===== src/rtl/spi_device.sv =====
// SPI device (target) with a one-byte TX holding buffer. All SPI pins are sampled
// into the clk_i domain, and every protocol action runs from the synchronized edges.
module spi_device #(
  parameter bit CPOL = 1'b0,
  parameter bit CPHA = 1'b0
) (
  input  logic       clk_i,
  input  logic       rst_ni,
  input  logic       spi_sck_i,
  input  logic       spi_cs_ni,
  input  logic       spi_rx_i,
  output logic       spi_tx_o,
  output logic       spi_tx_en_o,
  input  logic [7:0] tx_byte_i,
  input  logic       tx_valid_i,
  output logic       tx_ready_o,
  output logic [7:0] rx_byte_o,
  output logic       rx_valid_o,
  output logic       tx_underrun_o
);

  typedef enum logic {
    IDLE   = 1'b0,
    ACTIVE = 1'b1
  } state_e;

  // The sample edge is the rising edge of SCK when CPOL == CPHA.
  localparam bit SAMPLE_ON_RISE = (CPOL == CPHA);

  state_e      state_q, state_d;
  logic [2:0]  sck_q;
  logic [2:0]  cs_q;
  logic [1:0]  mosi_q;
  logic [2:0]  bit_cnt_q;
  logic [7:0]  rx_shift_q;
  logic [7:0]  tx_shift_q;
  logic [7:0]  hold_q;
  logic        hold_full_q;
  logic        byte_done_q;

  logic sck_rise, sck_fall, cs_fall, cs_rise;
  logic sample_edge, shift_edge;
  logic active, enter, leave, run;
  logic do_sample, do_shift, load, hold_wr, byte_end;

  // Stage 0 meets metastability, stage 1 is the synchronized value, and stage 2
  // is its previous value for edge detection.
  always_ff @(posedge clk_i or negedge rst_ni) begin
    if (!rst_ni) begin
      sck_q  <= {3{CPOL}};
      cs_q   <= 3'b111;
      mosi_q <= 2'b00;
    end else begin
      // NOTE: non-blocking assignments let every flop sample the pre-edge value, which is what forms the synchronizer chain.
      sck_q  <= {sck_q[1:0], spi_sck_i};
      cs_q   <= {cs_q[1:0], spi_cs_ni};
      mosi_q <= {mosi_q[0], spi_rx_i};
    end
  end

  assign sck_rise    = sck_q[1] & ~sck_q[2];
  assign sck_fall    = ~sck_q[1] & sck_q[2];
  assign cs_fall     = ~cs_q[1] & cs_q[2];
  assign cs_rise     = cs_q[1] & ~cs_q[2];
  assign sample_edge = SAMPLE_ON_RISE ? sck_rise : sck_fall;
  assign shift_edge  = SAMPLE_ON_RISE ? sck_fall : sck_rise;

  always_ff @(posedge clk_i or negedge rst_ni) begin
    if (!rst_ni) state_q <= IDLE;
    else         state_q <= state_d;
  end

  always_comb begin
    // NOTE: assigning the default first means every path drives state_d, so no latch is inferred.
    state_d = state_q;
    case (state_q)
      IDLE:    if (cs_fall) state_d = ACTIVE;
      ACTIVE:  if (cs_rise) state_d = IDLE;
      default: state_d = IDLE;
    endcase
  end

  assign active = (state_q == ACTIVE);
  assign enter  = (state_q == IDLE) && cs_fall;
  assign leave  = active && cs_rise;
  // CS release takes priority over any SCK edge seen in the same cycle.
  assign run    = active && !cs_rise;

  assign do_sample = run && sample_edge;
  assign byte_end  = do_sample && (bit_cnt_q == 3'd7);
  assign load      = CPHA ? (run && shift_edge && (bit_cnt_q == 3'd0))
                          : (enter || (run && shift_edge && byte_done_q));
  assign do_shift  = run && shift_edge && !load;
  assign hold_wr   = tx_valid_i && !hold_full_q;

  // A write only happens while the buffer is empty, so a load in the same cycle
  // finds it empty and underruns while the new byte stays in the buffer.
  always_ff @(posedge clk_i or negedge rst_ni) begin
    if (!rst_ni) begin
      hold_q        <= 8'h00;
      hold_full_q   <= 1'b0;
      tx_shift_q    <= 8'h00;
      tx_underrun_o <= 1'b0;
    end else begin
      tx_underrun_o <= load && !hold_full_q;
      if (hold_wr) begin
        hold_q      <= tx_byte_i;
        hold_full_q <= 1'b1;
      end else if (load) begin
        hold_full_q <= 1'b0;
      end
      if (load)          tx_shift_q <= hold_full_q ? hold_q : 8'hFF;
      else if (do_shift) tx_shift_q <= {tx_shift_q[6:0], 1'b0};
    end
  end

  always_ff @(posedge clk_i or negedge rst_ni) begin
    if (!rst_ni) begin
      bit_cnt_q   <= 3'd0;
      rx_shift_q  <= 8'h00;
      byte_done_q <= 1'b0;
      rx_byte_o   <= 8'h00;
      rx_valid_o  <= 1'b0;
    end else begin
      rx_valid_o <= byte_end;
      if (byte_end) rx_byte_o <= {rx_shift_q[6:0], mosi_q[1]};
      if (leave || enter) begin
        bit_cnt_q   <= 3'd0;
        rx_shift_q  <= 8'h00;
        byte_done_q <= 1'b0;
      end else begin
        if (do_sample) begin
          bit_cnt_q  <= bit_cnt_q + 3'd1;
          rx_shift_q <= {rx_shift_q[6:0], mosi_q[1]};
        end
        // Marks the first shift edge of the next byte as a load point.
        if (byte_end)  byte_done_q <= 1'b1;
        else if (load) byte_done_q <= 1'b0;
      end
    end
  end

  assign spi_tx_o    = active ? tx_shift_q[7] : 1'b1;
  assign spi_tx_en_o = active;
  assign tx_ready_o  = !hold_full_q;

endmodule


===== config.mk =====
export PLATFORM = sky130hd
export DESIGN_NAME = spi_device
export DESIGN_NICKNAME = d
export VERILOG_FILES = /design/src/rtl/spi_device.sv
export SDC_FILE = /design/constraint.sdc
export NUM_CORES = 1
export LEC_CHECK = 0
export BUFFER_PORTS_ARGS = -buffer_cell sky130_fd_sc_hd__buf_4
export CORE_UTILIZATION = 55
export CTS_CLUSTER_SIZE = 16
export DETAILED_ROUTE_END_ITERATION = 16
export PLACE_DENSITY = 0.77
export SYNTH_ARGS = -nofsm -noshare
export SYNTH_HDL_FRONTEND = slang
export SYNTH_SLANG_ARGS = --single-unit

===== constraint.sdc =====
create_clock -name clk_i -period 1.8 [get_ports clk_i]
set_clock_uncertainty 0.05 [all_clocks]
set_input_delay 0.18 -clock clk_i [delete_from_list [all_inputs] [get_ports clk_i]]
set_output_delay 0.18 -clock clk_i [all_outputs]
set_load 0.01 [all_outputs]

==> qor.tcl, run 1 <==
set qor(outcome) {completed}
set qor(grt_pass1_wl_mm) 5.66
set qor(antenna_found_initial) 0
set qor(placementRows) 21
set qor(num-nets-final) 201
set qor(fmax_ghz) 0.592
set qor(synth_sequential_area_ratio) 0.613
set qor(postCtsResizedCells) 0
set qor(worstSetupEndpointType) {register}
set qor(maxSlewHeadroom) 0.626
set qor(worstMarginPinSlew_ns) 0.560
set qor(hold_class) {primary input to register}
set qor(wl_met3_um) 135
set qor(rr_worst_depth) 4
set qor(ant_nets) 0
set qor(most_common_cell_after_layout_fill_and_taps_aside) {sky130_fd_sc_hd__dfrtp_1}
set qor(crit_fanout) 10
set qor(place.port_buffers) 26
set qor(route.detailed.vias_per_inst) 5.46
set qor(grt.total_usage) 0.214
set qor(multi_input_area_um2) 683
set qor(worst_ep_arrival_time_ns) 1.88
set qor(floorplan.die.width_um) 61.2
set qor(reg2reg_from) {cs_q[1]$_DFF_PN1_}
set qor(critical_path_class) {register to register}
set qor(syn-num-nets) 156
set qor(worst_hold_path.endpoint) {hold_q[3]$_DFFE_PN0P_}
set qor(initial_core_util) 0.577
set qor(cts_tree) {built}
set qor(cp_data_required_time_ns) 1.99
set qor(grt_pass1_vias) 1285
set qor(syn-cell-area_um2) 1930
set qor(die-height_um) 61.2
set qor(routabilityCongestion) 0.748
set qor(final_core_utilization) 0.709
set qor(detailed_place_hpwl_mm) 2.40
set qor(drive_gt1_frac) 0.376
set qor(grt_setup_unrepaired) {false}
set qor(post-route-worst-setup-slack_ns) 0.110
set qor(ctsLongestPathBuffers) 2
set qor(seqCellArea_um2) 1180
set qor(route.detailed.wl_per_inst_um) 15.0
set qor(detailedRoute.firstIterationViolations) 58
set qor(netlist_instances) 140
set qor(most_frequent_cells_in_the_layout) {sky130_fd_sc_hd__dfrtp_1, sky130_fd_sc_hd__buf_4, sky130_fd_sc_hd__mux2_2, sky130_fd_sc_hd__dlygate4sd3_1}
set qor(netlist-cell-type-count) 35
set qor(avgSynthCellArea_um2) 13.8
set qor(grt_overflow_total) 0
set qor(peakVddDrop_uv) 660
set qor(max_cap_violations) 0
set qor(worst_hold_slack_ns) 0.0272
set qor(route.final.wire_length_mm) 3.48
set qor(clock_latency_ns) 0.35
set qor(diodes) 0
set qor(setup_violations) 0
set qor(cts_buffers) 5
set qor(worstHoldStart) {tx_byte_i[3]}
set qor(areaGrowthSynthToFinish_pct) 22.9
set qor(worst-r2r-setup-slack_ns) 0.11
set qor(dp_slack_ns) -0.120
set qor(setup_tns_ns) 0
set qor(worst_setup_hold_path_clk_slew_ns) 0.12
set qor(core_um2) 3340
set qor(clk_root_buffer_cell) {sky130_fd_sc_hd__clkbuf_4}
set qor(detailroute.via_count) 1267
set qor(placed_cells) 212
set qor(leakage_nw) 1.14
set qor(grt_start_max_net_pins) 48
set qor(worst_r2r_endpoint) {rx_byte_o[7]$_DFFE_PN0P_}
set qor(h_tree_depth) 2
set qor(worstPathCellList) {nor2b_1, nor4_4, nand2_2, mux2_2}
set qor(die_area_um2) 3740
set qor(finalHoldViolCount) 0
set qor(final.fill_count) 242
set qor(holdPathStages) 2
set qor(yosys_register_bits) 47
set qor(critPathMaxStageDelay_ns) 0.55
set qor(min_period_ns) 1.69
set qor(finish.cell_count_without_fillers) 232
set qor(crit_path_start_kind) {register}
set qor(min_period_over_period) 0.939
set qor(topRoutingLayerUsed) {met4}
set qor(design.portCount) 27
set qor(cpMaxStageDelayCell) {sky130_fd_sc_hd__dfstp_2}
set qor(clock-sinks) 47
set qor(remaining_drc_errors) 0
set qor(met1Wirelength_mm) 1.62
set qor(power_density_nw_per_um2) 1020
set qor(ys.warnings.count) 0
set qor(routed-wl-met2_mm) 1.66
set qor(drt_first_pass_iters) 4
set qor(final-max-slew-violation-count) 0
[cell type report]
class,count,share of cell area
sequential,47,0.499
inverter,5,0.00793
multi-input combinational,82,0.289
timing repair buffer,44,0.151
tap,46,0.0243
clock buffer,8,0.0291
[through the flow]
step                area (um2)  power [mW]
CTS                       2370        2.44
finish                    2370        2.41
global route              2370        2.54
global placement          2180        1.84
detailed placement        2180        1.88
floorplan                 1930        1.70
[cells by family after synthesis]
logic type | count (synthesis) | share of synthesized area
AND/OR/NAND/NOR | 30 | 0.109
buffers and inverters | 11 | 0.0325
multiplexers | 17 | 0.0994
flip-flops | 47 | 0.613
AO/OA/AOI/OAI | 33 | 0.134
adder cells (fa/ha/maj) | 2 | 0.0130
[Yosys cell counts]
| cell type | instances | share of area |
|---|---|---|
| sky130_fd_sc_hd__clkbuf_1 | 1 | 0.0019 |
| sky130_fd_sc_hd__mux2_2 | 17 | 0.099 |
| sky130_fd_sc_hd__nand4_1 | 1 | 0.0033 |
| sky130_fd_sc_hd__nor3_1 | 7 | 0.018 |
| sky130_fd_sc_hd__nor2b_1 | 2 | 0.0065 |
| sky130_fd_sc_hd__nor2_8 | 1 | 0.010 |
| sky130_fd_sc_hd__a22o_1 | 9 | 0.041 |
| sky130_fd_sc_hd__ha_1 | 2 | 0.013 |
| sky130_fd_sc_hd__o21ai_4 | 1 | 0.0084 |
| sky130_fd_sc_hd__and2_4 | 1 | 0.0045 |
| sky130_fd_sc_hd__o2bb2ai_1 | 1 | 0.0045 |
| sky130_fd_sc_hd__o211ai_2 | 1 | 0.0065 |
| sky130_fd_sc_hd__dfstp_2 | 3 | 0.041 |
| sky130_fd_sc_hd__a21o_1 | 1 | 0.0039 |
| sky130_fd_sc_hd__and3b_4 | 1 | 0.0065 |
| sky130_fd_sc_hd__inv_1 | 4 | 0.0078 |
| sky130_fd_sc_hd__inv_2 | 1 | 0.0019 |
| sky130_fd_sc_hd__a222oi_1 | 1 | 0.0052 |
| sky130_fd_sc_hd__a22oi_2 | 1 | 0.0065 |
| sky130_fd_sc_hd__buf_4 | 1 | 0.0039 |
| sky130_fd_sc_hd__nor2_1 | 3 | 0.0058 |
| sky130_fd_sc_hd__nand2_2 | 1 | 0.0033 |
| sky130_fd_sc_hd__nand3_1 | 8 | 0.021 |
| sky130_fd_sc_hd__o31ai_1 | 7 | 0.027 |
| sky130_fd_sc_hd__o22ai_1 | 1 | 0.0033 |
| sky130_fd_sc_hd__or2b_1 | 1 | 0.0039 |
| sky130_fd_sc_hd__nand2_4 | 1 | 0.0058 |
| sky130_fd_sc_hd__and2_1 | 1 | 0.0033 |
| sky130_fd_sc_hd__a21oi_1 | 9 | 0.023 |
| sky130_fd_sc_hd__o21a_1 | 1 | 0.0039 |
| sky130_fd_sc_hd__dfrtp_1 | 44 | 0.57 |
| sky130_fd_sc_hd__buf_2 | 2 | 0.0052 |
| sky130_fd_sc_hd__buf_6 | 2 | 0.012 |
| sky130_fd_sc_hd__and4b_1 | 1 | 0.0052 |
| sky130_fd_sc_hd__nor4_4 | 1 | 0.011 |
[worst max path at each step]
stage / start / to / slack [ns] / cells past startpoint
final: cs_q[1]$_DFF_PN1_ / rx_byte_o[7]$_DFFE_PN0P_ / 0.11 / 4
after global routing: cs_q[1]$_DFF_PN1_ / rx_byte_o[0]$_DFFE_PN0P_ / 0.02 / 4
after CTS: cs_q[1]$_DFF_PN1_ / rx_byte_o[7]$_DFFE_PN0P_ / 0.1 / 4
after detailed placement: cs_q[2]$_DFF_PN1_ / rx_byte_o[7]$_DFFE_PN0P_ / -0.12 / 4
after global placement: cs_q[2]$_DFF_PN1_ / rx_byte_o[0]$_DFFE_PN0P_ / -0.03 / 4
after floorplan: cs_q[1]$_DFF_PN1_ / rx_byte_o[0]$_DFFE_PN0P_ / 0.22 / 4
[worst max-delay path: cells and delay by family (launching register included)]
| kind | cells | cell delay [ns] |
|---|---|---|
| and+or+nand+nor | 3 | 0.62 |
| DFF | 1 | 0.55 |
| muxes | 1 | 0.37 |
[flip-flops by register name, summed over array words and instances (netlist names)]
register	count
hold_q	8
rx_byte_o	8
tx_shift_q	8
rx_shift_q	7
bit_cnt_q	3
cs_q	3
sck_q	3
mosi_q	2
byte_done_q	1
hold_full_q	1
rx_valid_o	1
spi_tx_en_o	1
tx_underrun_o	1
[layer usage]
metal,global-route usage,up-vias
met2,0.331,36
met1,0.282,624
met3,0.0693,6
met4,0.0844,0
met5,0,-
li1,-,601
[report_power, final]
part	leakage, nW	total, mW	internal (mW)	switching, mW
sequential	0.599	1.38	1.25	0.131
clock	0.0386	0.541	0.230	0.310
combinational	0.502	0.488	0.273	0.216
[what timing repair did]
action	4_1_cts	5_1_grt
buffers inserted	1	0
setup endpoints to repair	9	0
endpoints found under the hold margin	54	0
hold buffers	11	0
Power figures use the tool's default switching activity.
==> inputs of run 2 (changes only) <==
==> constraint.sdc (replaced) <==
create_clock -name clk_i -period 1.8 [get_ports clk_i]
set_clock_uncertainty 0.05 [all_clocks]
set_input_delay 0 -clock clk_i [delete_from_list [all_inputs] [get_ports clk_i]]
set_output_delay 0 -clock clk_i [all_outputs]
set_load 0.01 [all_outputs]
==> run 2 against run 1 <==
  * Sequential share of layout area decreased by 0.21 points
  * Critical path type unchanged
  * Core utilization increased by 0.30 points
  * Clock-buffer cell count unchanged
  * Combinational power about the same
  * Largest power group unchanged
  * Design area increased by 0.42%
  * Total power increased by 0.11%
==> qor.tcl, run 2 (synthesis gave the netlist of run 1 again) <==
set qor(outcome) {completed}
set qor(grt_util_met3) 0.0693 ;# unchanged
set qor(postCtsResizedCells) 0 ;# unchanged
set qor(final-max-slew-violation-count) 0 ;# unchanged
set qor(top_regs) {hold_q (8), rx_byte_o (8), tx_shift_q (8)}
set qor(power_density_nw_per_um2) 1020 ;# -0.31%
set qor(fraction_of_met1_tracks_used_by_global_routing) 0.282 ;# unchanged
set qor(post-layout-total-power_mw) 2.42 ;# +0.11%
set qor(grt_overflow_total) 0 ;# unchanged
set qor(place.port_buffers) 26 ;# unchanged
set qor(detailed_place_hpwl_mm) 2.40 ;# unchanged
set qor(route.detailed.wl_per_inst_um) 14.9 ;# -0.34%
set qor(worst_setup_hold_path_clk_slew_ns) 0.12 ;# about the same
set qor(most_common_cell_after_layout_fill_and_taps_aside) {sky130_fd_sc_hd__dfrtp_1}
set qor(clock-sinks) 47 ;# unchanged
set qor(initial_core_util) 0.577 ;# unchanged
set qor(grt.met2_usage) 0.331 ;# unchanged
set qor(grt_setup_unrepaired) {false}
set qor(h_tree_depth) 2 ;# unchanged
set qor(core_um2) 3340 ;# unchanged
set qor(areaGrowthSynthToFinish_pct) 23.4
set qor(drt_first_pass_iters) 4 ;# unchanged
set qor(finish.cell_count_without_fillers) 233 ;# +0.43%
set qor(min_period_ns) 1.67 ;# -0.0186 ns
set qor(setup_violations) 0 ;# unchanged
set qor(diodes) 0 ;# unchanged
set qor(grt_start_max_net_pins) 48 ;# unchanged
set qor(detailedRoute.firstIterationViolations) 43 ;# -26%
set qor(min_period_over_period) 0.929 ;# -0.0103
set qor(grt_pass1_vias) 1285 ;# unchanged
set qor(leakage_nw) 1.14 ;# +0.37%
set qor(design.portCount) 27 ;# unchanged
set qor(maxSlewHeadroom) 0.627 ;# about the same
set qor(cts_buffers) 5 ;# unchanged
set qor(remaining_drc_errors) 0 ;# unchanged
set qor(clock_latency_ns) 0.35 ;# about the same
set qor(clk_root_buffer_cell) {sky130_fd_sc_hd__clkbuf_4}
set qor(worst_hold_slack_ns) 0.0931 ;# +0.0659 ns
set qor(antenna_found_initial) 0 ;# unchanged
set qor(worstSetupEndpointType) {register}
set qor(worstMarginPinSlew_ns) 0.560 ;# -0.000182 ns
set qor(cts_tree) {built}
set qor(drive_gt1_frac) 0.374 ;# -0.00201
set qor(die-height_um) 61.2 ;# unchanged
set qor(die_area_um2) 3740 ;# unchanged
set qor(most_frequent_cells_in_the_layout) {sky130_fd_sc_hd__dfrtp_1, sky130_fd_sc_hd__buf_4, sky130_fd_sc_hd__mux2_2, sky130_fd_sc_hd__dlygate4sd3_1}
set qor(floorplan.die.width_um) 61.2 ;# unchanged
set qor(route.detailed.vias_per_inst) 5.44 ;# -0.35%
set qor(crit_fanout) 10 ;# unchanged
set qor(routabilityCongestion) 0.748 ;# unchanged
set qor(finalHoldViolCount) 0 ;# unchanged
set qor(peakVddDrop_uv) 656 ;# -0.58%
set qor(placementRows) 21 ;# unchanged
set qor(num-nets-final) 202 ;# +0.50%
set qor(ant_nets) 0 ;# unchanged
set qor(placed_cells) 212 ;# unchanged
set qor(critical_path_class) {register to register}
set qor(fmax_ghz) 0.598 ;# +1.1%
set qor(worst_ep_arrival_time_ns) 1.87 ;# about the same
set qor(grt_pass1_wl_mm) 5.66 ;# unchanged
set qor(ctsLongestPathBuffers) 2 ;# unchanged
set qor(detailroute.via_count) 1268 ;# +0.079%
set qor(busiest_layer) {met2}
set qor(grt.total_usage) 0.214 ;# unchanged
set qor(hold_class) {primary input to register}
set qor(max_cap_violations) 0 ;# unchanged
set qor(route.final.wire_length_mm) 3.48 ;# about the same
set qor(crit_path_start_kind) {register}
set qor(cp_data_required_time_ns) 2.00 ;# about the same
run 2: cell count changes in the layout (fill, tap and decap cells not counted), sizes merged:
cell | before | now
dlygate4sd3 | 11 | 12
run 2: what timing repair did:
action	4_1_cts	5_1_grt
hold buffers	12	0
hold endpoints to repair	58	0
setup buffers	1	0
endpoints found under the setup margin	9	0
run 2: area by class of cell:
cell class / instances / area [um2]
sequential: 47 / 1180
fill: 240 / 961
multi-input combinational: 82 / 683
timing repair buffer: 45 / 368
clock buffer: 8 / 68.8
tap: 46 / 57.6
inverter: 5 / 18.8
run 2: layer usage:
layer	up-vias	wire [um]
met1	625	1590
met2	34	1690
met4	0	57
met5	-	0
li1	603	-
met3	6	142
run 2: path summary, 6_finish.rpt:
| check | slack, ns | endpoint | from | depth (start not counted) |
|---|---|---|---|---|
| min in group asynchronous | 0.12 | sck_q[1]$_DFF_PN0_ | rst_ni | 2 |
| hold / removal | 0.09 | hold_full_q$_DFFE_PN0P_ | tx_valid_i | 4 |
| setup reg to reg | 0.13 | rx_byte_o[7]$_DFFE_PN0P_ | cs_q[1]$_DFF_PN1_ | 4 |
| max in group asynchronous | 1.20 | hold_q[6]$_DFFE_PN0P_ | rst_ni | 2 |
| setup / recovery | 0.13 | rx_byte_o[7]$_DFFE_PN0P_ | cs_q[1]$_DFF_PN1_ | 4 |
| hold reg to reg | 0.31 | mosi_q[1]$_DFF_PN0_ | mosi_q[0]$_DFF_PN0_ | 0 |
run 2: stage by stage:
| step | setup slack [ns] | setup TNS, ns | instance area [um2] | utilization |
|---|---|---|---|---|
| after detailed placement | -0.120 | -0.986 | 2180 | 0.653 |
| final | 0.129 | 0 | 2380 | 0.712 |
| after global routing | 0.0166 | 0 | 2380 | 0.712 |
| after global placement | -0.0271 | -0.217 | 2180 | 0.653 |
| after CTS | 0.0969 | 0 | 2380 | 0.712 |
| after floorplan | 0.223 | 0 | 1930 | - |
run 2: power by group:
part / internal, mW / switching, mW
Clock: 0.230 / 0.311
Combinational: 0.274 / 0.216
Sequential: 1.25 / 0.131
run 2: critical path, stage by stage, from the launching register on:
cell and delay [ns]:
sky130_fd_sc_hd__dfstp_2 0.55, sky130_fd_sc_hd__nor2b_1 0.28, sky130_fd_sc_hd__nor4_4 0.10, sky130_fd_sc_hd__nand2_2 0.22, sky130_fd_sc_hd__mux2_2 0.37
==> inputs of run 3 (changes only) <==
==> constraint.sdc (replaced) <==
create_clock -name clk_i -period 1.8 [get_ports clk_i]
set_clock_uncertainty 0.05 [all_clocks]
set_input_delay 0.54 -clock clk_i [delete_from_list [all_inputs] [get_ports clk_i]]
set_output_delay 0.54 -clock clk_i [all_outputs]
set_load 0.01 [all_outputs]
==> run 3 against run 2 <==
  * Critical path depth decreased by 2
  * Via count up 0.55%
  * Routed wire length is 5.9% higher
  * Critical path type is now register to output port
  * Highest routed layer unchanged
  * Flip-flop and latch count unchanged
  * Maximum frequency down 2.3%
  * Critical endpoint is now tx_ready_o
  * Clock-buffer cell count is 2 lower
==> qor.tcl, run 3 (synthesis gave the netlist of run 1 again) <==
set qor(outcome) {completed}
set qor(floorplan.die.width_um) 61.2 ;# unchanged
set qor(drive_gt1_frac) 0.433 ;# +0.0590
set qor(final_core_utilization) 0.699 ;# -0.0135
set qor(dp_slack_ns) -0.102 ;# +0.0183 ns
set qor(core_um2) 3340 ;# unchanged
set qor(worstPathCellList) {inv_1, buf_4}
set qor(detailroute.via_count) 1275 ;# +0.55%
set qor(initial_core_util) 0.577 ;# unchanged
set qor(rr_worst_depth) 4 ;# unchanged
set qor(timing.critical_path.to) {tx_ready_o}
set qor(total_stage_count_of_the_critical_path) 2 ;# -2
set qor(cp_data_required_time_ns) 1.21 ;# -0.79 ns
set qor(route.final.wire_length_mm) 3.68 ;# +5.9%
set qor(critPathMaxStageDelay_ns) 0.51 ;# -0.04 ns
set qor(worst_setup_path_startpoint) {hold_full_q$_DFFE_PN0P_}
set qor(cp_num_buf_inv) 2 ;# +2
set qor(finish.cell_count_without_fillers) 226 ;# -3.0%
set qor(cellInternalPower_mw) 1.86 ;# +5.6%
set qor(clock_latency_ns) 0.35 ;# about the same
set qor(grt.met2_usage) 0.349 ;# +0.0186
set qor(fmax_ghz) 0.584 ;# -2.3%
set qor(ant_nets) 0 ;# unchanged
set qor(path_delay_family) {flip-flops}
set qor(grt.total_usage) 0.224 ;# +0.0103
set qor(top_regs) {hold_q (8), rx_byte_o (8), tx_shift_q (8)}
set qor(num-nets-final) 195 ;# -3.5%
set qor(hold_class) {primary input to asynchronous set/reset pin}
set qor(clk_root_buffer_cell) {sky130_fd_sc_hd__clkbuf_4}
set qor(most_common_cell_after_layout_fill_and_taps_aside) {sky130_fd_sc_hd__dfrtp_1}
set qor(worst_hold_slack_ns) 0.111 ;# +0.0183 ns
set qor(min_period_ns) 1.71 ;# +0.0400 ns
set qor(place.port_buffers) 26 ;# unchanged
set qor(grt_start_max_net_pins) 48 ;# unchanged
set qor(routabilityCongestion) 0.766 ;# +2.3%
set qor(cts_buffers) 5 ;# unchanged
set qor(ctsLongestPathBuffers) 2 ;# unchanged
set qor(worstSetupEndpointType) {output port}
set qor(busiest_layer) {met2}
set qor(combPwrFrac) 0.195 ;# -0.008
set qor(clock-sinks) 47 ;# unchanged
set qor(die-height_um) 61.2 ;# unchanged
set qor(setup_violations) 0 ;# unchanged
set qor(detailed_place_hpwl_mm) 2.42 ;# +0.76%
set qor(h_tree_depth) 2 ;# unchanged
set qor(share_of_total_power_consumed_by_net_switching) 0.271 ;# -0.00147
set qor(route.detailed.vias_per_inst) 5.64 ;# +3.7%
set qor(grt_overflow_total) 0 ;# unchanged
set qor(remaining_drc_errors) 0 ;# unchanged
set qor(worstMarginPinSlew_ns) 0.570 ;# +0.00971 ns
set qor(diodes) 0 ;# unchanged
set qor(post-route-worst-setup-slack_ns) 0.0885 ;# -0.0400 ns
set qor(die_area_um2) 3740 ;# unchanged
set qor(worst_r2r_endpoint) {byte_done_q$_DFFE_PN0P_}
set qor(worst-r2r-setup-slack_ns) 0.10 ;# -0.03 ns
set qor(areaGrowthSynthToFinish_pct) 21.1
set qor(net_switching_power_of_the_design_mw) 0.690 ;# +4.8%
set qor(drt_first_pass_iters) 4 ;# unchanged
set qor(post-layout-total-power_mw) 2.55 ;# +5.4%
set qor(critical_path_class) {register to output port}
set qor(route.detailed.wl_per_inst_um) 16.3 ;# +9.2%
set qor(min_period_over_period) 0.951 ;# +0.0222
set qor(placementRows) 21 ;# unchanged
set qor(maxSlewHeadroom) 0.620 ;# -0.00648
set qor(reg2reg_from) {cs_q[2]$_DFF_PN1_}
set qor(finalHoldViolCount) 0 ;# unchanged
set qor(cts_tree) {built}
set qor(grt_pass1_wl_mm) 5.95 ;# +5.1%
set qor(design.portCount) 27 ;# unchanged
set qor(detailedRoute.firstIterationViolations) 62 ;# +44%
set qor(placed_cells) 211 ;# -0.47%
set qor(share_of_total_power_in_sequential_cells) 0.547 ;# -0.026
set qor(most_frequent_cells_in_the_layout) {sky130_fd_sc_hd__dfrtp_1, sky130_fd_sc_hd__buf_4, sky130_fd_sc_hd__mux2_2, sky130_fd_sc_hd__a21oi_1, sky130_fd_sc_hd__a22o_1}
set qor(crit_fanout) 6 ;# -4
set qor(final-max-slew-violation-count) 0 ;# unchanged
set qor(crit_path_start_kind) {register}
set qor(worst_ep_arrival_time_ns) 1.12 ;# -0.75 ns
set qor(leakage_nw) 1.14 ;# about the same
set qor(clock_power_share) 0.258 ;# +0.034
set qor(grt_pass1_vias) 1257 ;# -2.2%
set qor(max_cap_violations) 0 ;# unchanged
set qor(fraction_of_met1_tracks_used_by_global_routing) 0.310 ;# +0.0270
set qor(cpMaxStageDelayCell) {sky130_fd_sc_hd__dfrtp_1}
set qor(grt_util_met3) 0.0525 ;# -0.0168
set qor(power_density_nw_per_um2) 1090 ;# +7.4%
set qor(worst_setup_hold_path_clk_slew_ns) 0.14 ;# +0.02 ns
set qor(peakVddDrop_uv) 811 ;# +24%
set qor(antenna_found_initial) 0 ;# unchanged
-- run 3: power by group through the flow --
stage / combinational [mW] / sequential, mW / clock, mW
2_1_floorplan: 0.334 / 1.36 / 0
5_1_grt: 0.551 / 1.42 / 0.706
3_3_place_gp: 0.444 / 1.39 / 0
6_report: 0.498 / 1.39 / 0.656
3_5_place_dp: 0.468 / 1.41 / 0
4_1_cts: 0.490 / 1.39 / 0.671
-- run 3: worst min path at each step --
stage | from | end | slack (ns)
finish | rst_ni | rx_valid_o$_DFF_PN0_ | 0.11
global placement | mosi_q[0]$_DFF_PN0_ | mosi_q[1]$_DFF_PN0_ | 0.29
floorplan | rst_ni | bit_cnt_q[0]$_DFFE_PN0P_ | 0.19
global route | rst_ni | tx_shift_q[7]$_DFFE_PN0P_ | 0.14
detailed placement | sck_q[0]$_DFF_PN0_ | sck_q[1]$_DFF_PN0_ | 0.29
CTS | rst_ni | tx_shift_q[7]$_DFFE_PN0P_ | 0.12
-- run 3: worst reg2reg max path: stages (launching register included) --
cell and delay (ns):
sky130_fd_sc_hd__dfstp_2 0.55, sky130_fd_sc_hd__nor2b_1 0.08, sky130_fd_sc_hd__nor4_4 0.39, sky130_fd_sc_hd__nand2_4 0.16, sky130_fd_sc_hd__a222oi_1 0.37
-- run 3: layer usage --
metal  share of wire  vias up  wire length (um)
li1                -      596                 -
met1            0.45      634              1670
met2            0.49       37              1810
met3           0.039        8               145
met4           0.018        0                65
met5               0        -                 0
-- run 3: cell type report --
type | instances | area [um2]
Timing Repair Buffer | 38 | 289
Clock inverter | 2 | 35.0
Sequential cell | 47 | 1180
Inverter | 5 | 18.8
Fill cell | 251 | 1010
Clock buffer | 6 | 51.3
Tap cell | 46 | 57.6
Multi-Input combinational cell | 82 | 699
-- run 3: per-stage QoR --
stage	instance area [um2]	TNS, ns
after global placement	2170	-0.153
after detailed placement	2170	-0.600
after global routing	2330	-0.00374
after CTS	2290	0
after floorplan	1930	0
final	2330	0
-- run 3: timing repair --
action | CTS | global route
pin swaps | 1 | 2
gates resized for setup | 1 | 5
hold buffers | 0 | 0
setup endpoints to repair | 10 | 9
buffers inserted | 4 | 4
